File: src/rtl/led_pattern_pkg.sv
// Shared types and constants for the LED pattern controller.
package led_pattern_pkg;

    localparam int unsigned LED_W = 4;

    typedef enum logic [1:0] {
        BLINK = 2'd0,
        SHL   = 2'd1,
        SHR   = 2'd2,
        COUNT = 2'd3
    } mode_e;

    typedef enum logic [1:0] {
        IDLE = 2'd0,
        RUN  = 2'd1,
        LOAD = 2'd2
    } state_e;

    localparam logic [LED_W-1:0] RESET_PATTERN = 4'b1010;
    localparam logic [LED_W-1:0] SEED_BLINK    = 4'b1010;
    localparam logic [LED_W-1:0] SEED_SHL      = 4'b0001;
    localparam logic [LED_W-1:0] SEED_SHR      = 4'b1000;
    localparam logic [LED_W-1:0] SEED_COUNT    = 4'b0000;

    function automatic logic [LED_W-1:0] seed_of(input mode_e m);
        case (m)
            BLINK:   return SEED_BLINK;
            SHL:     return SEED_SHL;
            SHR:     return SEED_SHR;
            default: return SEED_COUNT;
        endcase
    endfunction

    // Plain (non-bouncing) next pattern for one tick.
    function automatic logic [LED_W-1:0] step_pattern(input mode_e m, input logic [LED_W-1:0] d);
        case (m)
            BLINK:   return ~d;
            SHL:     return {d[2:0], d[3]};
            SHR:     return {d[0], d[3:1]};
            default: return d + LED_W'(1);
        endcase
    endfunction

endpackage

File: src/rtl/led_tick_gen.sv
// N-bit prescaler: counts while enabled, tick_c on the terminal count, then wraps.
module led_tick_gen #(
    parameter int unsigned N = 22
) (
    input  logic clk,
    input  logic rst,
    input  logic en,
    input  logic clr,
    output logic tick_c
);

    logic [N-1:0] count;

    always_ff @(posedge clk) begin
        if (rst || clr) begin
            count <= '0;
        end else if (en) begin
            count <= count + N'(1);
        end
    end

    assign tick_c = en && (count == {N{1'b1}});

endmodule

File: src/rtl/led_pattern_ctrl.sv
// LED pattern engine: mode handshake, seed load, per-tick pattern advance.
// Define LED_PATTERN_BOUNCE_EN to make SHL/SHR ping-pong instead of rotate.
module led_pattern_ctrl
    import led_pattern_pkg::*;
#(
    parameter int unsigned N = 22
) (
    input  logic       clk,
    input  logic       rst,
    input  logic [1:0] mode_in,
    input  logic       mode_valid,
    output logic       mode_ready,
    input  logic       run,
    output logic [3:0] data,
    output logic       step,
    output logic [1:0] mode_cur
);

    state_e           state;
    mode_e            mode_q;
    logic             tick_c;
    logic             accept_c;
    logic [LED_W-1:0] data_nxt;
`ifdef LED_PATTERN_BOUNCE_EN
    logic             dir_left;
    logic             dir_nxt;
`endif

    assign accept_c = mode_valid && mode_ready;
    assign mode_cur = mode_q;

    led_tick_gen #(.N(N)) u_tick (
        .clk    (clk),
        .rst    (rst),
        .en     (state == RUN),
        .clr    (state == LOAD),
        .tick_c (tick_c)
    );

    // Pattern value to commit on the next applied tick.
    always_comb begin
        data_nxt = step_pattern(mode_q, data);
`ifdef LED_PATTERN_BOUNCE_EN
        dir_nxt = dir_left;
        if (mode_q == SHL || mode_q == SHR) begin
            if (dir_left) begin
                if (data[3]) begin
                    dir_nxt  = 1'b0;
                    data_nxt = {1'b0, data[3:1]};
                end else begin
                    data_nxt = {data[2:0], 1'b0};
                end
            end else begin
                if (data[0]) begin
                    dir_nxt  = 1'b1;
                    data_nxt = {data[2:0], 1'b0};
                end else begin
                    data_nxt = {1'b0, data[3:1]};
                end
            end
        end
`endif
    end

    always_ff @(posedge clk) begin
        if (rst) begin
            state      <= IDLE;
            mode_q     <= BLINK;
            data       <= RESET_PATTERN;
            step       <= 1'b0;
            mode_ready <= 1'b0;
`ifdef LED_PATTERN_BOUNCE_EN
            dir_left   <= 1'b1;
`endif
        end else begin
            step <= 1'b0;
            case (state)
                IDLE: begin
                    if (run) state <= RUN;
                end
                RUN: begin
                    // An accepted mode in the same cycle discards the tick.
                    if (tick_c && !accept_c) begin
                        data <= data_nxt;
                        step <= 1'b1;
`ifdef LED_PATTERN_BOUNCE_EN
                        dir_left <= dir_nxt;
`endif
                    end
                    if (!run) state <= IDLE;
                end
                LOAD: begin
                    data  <= seed_of(mode_q);
                    state <= run ? RUN : IDLE;
`ifdef LED_PATTERN_BOUNCE_EN
                    dir_left <= (mode_q != SHR);
`endif
                end
                default: state <= IDLE;
            endcase
            if (accept_c) begin
                mode_q <= mode_e'(mode_in);
                state  <= LOAD;
            end
            // Only LOAD blocks new requests, and LOAD follows every accept.
            mode_ready <= !accept_c;
        end
    end

endmodule

File: config.mk
export PLATFORM = sky130hd
export DESIGN_NAME = led_pattern_ctrl
export DESIGN_NICKNAME = d
export VERILOG_FILES = /design/src/rtl/led_pattern_pkg.sv /design/src/rtl/led_tick_gen.sv /design/src/rtl/led_pattern_ctrl.sv
export SDC_FILE = /design/constraint.sdc
export NUM_CORES = 1
export LEC_CHECK = 0
export CORE_MARGIN = 2
export CORE_UTILIZATION = 37
export DETAILED_ROUTE_END_ITERATION = 8
export DONT_BUFFER_PORTS = 1
export GPL_TIMING_DRIVEN = 0
export PLACE_DENSITY_LB_ADDON = 0.12
export SYNTH_ARGS = -nofsm -noshare
export SYNTH_HDL_FRONTEND = slang
export SYNTH_HIERARCHICAL = 1
export SYNTH_SLANG_ARGS = --single-unit
File: constraint.sdc
create_clock -name clk -period 1.9 [get_ports clk]
set_clock_uncertainty 0.05 [all_clocks]
set_input_delay 0.38 -clock clk [delete_from_list [all_inputs] [get_ports clk]]
set_output_delay 0.38 -clock clk [all_outputs]
set_load 0.1 [all_outputs]
==> reports/qor.yml <==
grt_pass1_vias: 1312
powerDensity_nw_per_um2: 767
clk_latency_ps: 290
final_cell_mix: "26 x nor2_1, 21 x dfxtp_1, 16 x nand2_1"
setup_violations: 0
dp_hpwl_mm: 2.39
yosysTopAreaCellShare: 0.398
port_buffers: 0
vias: 1341
cp-end-kind: "flop"
cts_sinks: 32
place_congestion: 0.803
dpl_cell_area_um2: 1680
path_clk_slew_ps: 70
period_share: 0.986
hp-class: "input port to flop"
rows: 23
coreArea_um2: 4090
syn_to_final_growth_pct: 19.2
required_ps: 2070
hold_ws_ps: 172
maxCapViolations: 0
dp_worst_setup_slack_ps: -370
syn_inst: 179
syn-num-nets: 187
fin_crit_ps: 1870
die_area_um2: 4900
mostFrequentLayoutCell: "nor2_1"
syn_avg_cell_area_um2: 9.00
start_util: 0.394
worstSetupPathType: "flop to flop"
ys.warnings.count: 6
final-max-slew-violation-count: 0
synth.cell_area_um2: 1610
antenna_found_initial: 0
dr.pass1.iters: 4
worst-endpoint-arrival_ps: 2040
fp.dieW_um: 70.0
antenna-diode-count: 0
clock_path_buffers: 2
ys_seq_area_frac: 0.398
status: "finished clean"
drc_errors: 0
start_kind: "flop"
detail_route.vias_per_cell: 5.50
cts_tree: "done"
ant_nets: 0
yosysUniqueCellTypes: 47
nFillCells: 407
final_core_util: 0.470
worst-path-max-fanout: 8
finalWirelength_mm: 3.49
synthTopCellsByArea: "dfxtp_1 40%, nor2_1 6.1%, xor2_1 3.8%"
leakage_nw: 0.745
ys_ff_latch: 32
yosys.area.top_type: "dfxtp_1"
htreeDepth: 2
worst_pin_slew_ps: 1140
io_pins: 14
rsz0062_at_grt: "true"
wl_per_cell_um: 14.3
peakVddDrop_uv: 436
max_freq_ghz: 0.534
overflow: 0
drive_gt1_frac: 0.314
hold_viol: 0
drtIter0Drc: 52
die_y_um: 70.0
final_net_count: 201
synth_flop_cell: "dfxtp_1"
power_mw: 1.47
synth_edf_count: 0
relSlewSlack: 0.238
fin_ws_ps: 27.3
grt_use_total: 0.150
root_buffer: "clkbuf_8"
numCtsBuffers: 5
grt_pass1_wl_mm: 5.93
design_area_um2: 1920
postSynth.asyncResetShare: 0
grt_max_degree: 12
-- per-layer routing --
| metal | GRT usage | wire length [µm] |
|---|---|---|
| met1 | 0.188 | 1650 |
| met3 | 0.0491 | 162 |
| met4 | 0.0577 | 32 |
| met5 | 0 | 0 |
| met2 | 0.238 | 1640 |
-- report_power, final --
part           switching [mW]  internal (mW)  leakage [nW]
logic                  0.0455         0.0368         0.427
clock network           0.268          0.388        0.0541
registers              0.0540          0.681         0.263
total                   0.367           1.11         0.745
-- final cells by class --
type                            count  area, µm²  area share
Buffer                              6       47.5      0.0248
Clock buffer                        5       68.8      0.0358
Clock inverter                      3       42.5      0.0221
Inverter                            1       3.75     0.00195
Multi-Input combinational cell    138        965       0.502
Sequential cell                    32        659       0.343
Tap cell                           50       62.6      0.0326
Timing Repair Buffer                9       71.3      0.0371
-- registers in the layout, summed over array words and instances (netlist names) --
name / flops
data: 4
u_tick/count: 22
step: 1
state: 2
mode_cur: 2
mode_ready: 1
-- critical path, stage by stage, from the launching register on --
cell and delay [ps]:
dfxtp_1 460, and4_1 320, and3_1 240, and3_4 220
nand3_4 120, a311o_1 290, a21oi_1 110
-- logic make-up (layout without fill, tap and decap cells) --
| kind of cell | count (synthesis) | in the layout | synth area share |
|---|---|---|---|
| DFF | 32 | 32 | 0.398 |
| xor gates and xnor gates | 10 | 10 | 0.0544 |
| adders and majority gates | 2 | 2 | 0.0155 |
| muxes | 3 | 3 | 0.0186 |
| AOI/OAI and AO/OA | 37 | 37 | 0.162 |
| and+or+nand+nor | 86 | 86 | 0.320 |
| buffers and inverters | 9 | 24 | 0.0326 |
-- cell usage after synthesis (3+ instances only) --
cell type,instances
mux2i_1,3
a31o_2,3
a21oi_1,10
nor2_1,26
o21ai_0,8
nand2_1,16
xor2_1,7
nand3_1,7
clkbuf_1,5
a31oi_1,3
nand3_2,3
xnor2_1,3
dfxtp_1,32
or3_1,5
nand4_1,7
and3_1,3
-- worst paths after layout --
| check | startpoint | to | slack [ps] | depth (start not counted) |
|---|---|---|---|---|
| setup / recovery | u_tick/count[15] | data[0] | 30 | 6 |
| hold / removal | mode_in[0] | mode_cur[0] | 170 | 1 |
| setup reg to reg | u_tick/count[15] | data[0] | 30 | 6 |
| hold reg to reg | u_tick/count[18] | u_tick/count[18] | 450 | 2 |
-- metrics by stage --
stage / setup TNS (ps) / cells
after global placement: -2000 / 229
after floorplan: -27.8 / 179
final: 0 / 244
after CTS: 0 / 240
after detailed placement: -2510 / 229
after global routing: -290 / 244
-- what timing repair did --
item,CTS,global route
endpoints found under the setup margin,16,10
gates resized for setup,15,8
cloned,0,0
pin swaps,5,2
hold buffers,0,0
setup buffers,5,4
No activity file was read; power rests on OpenSTA's default activity.
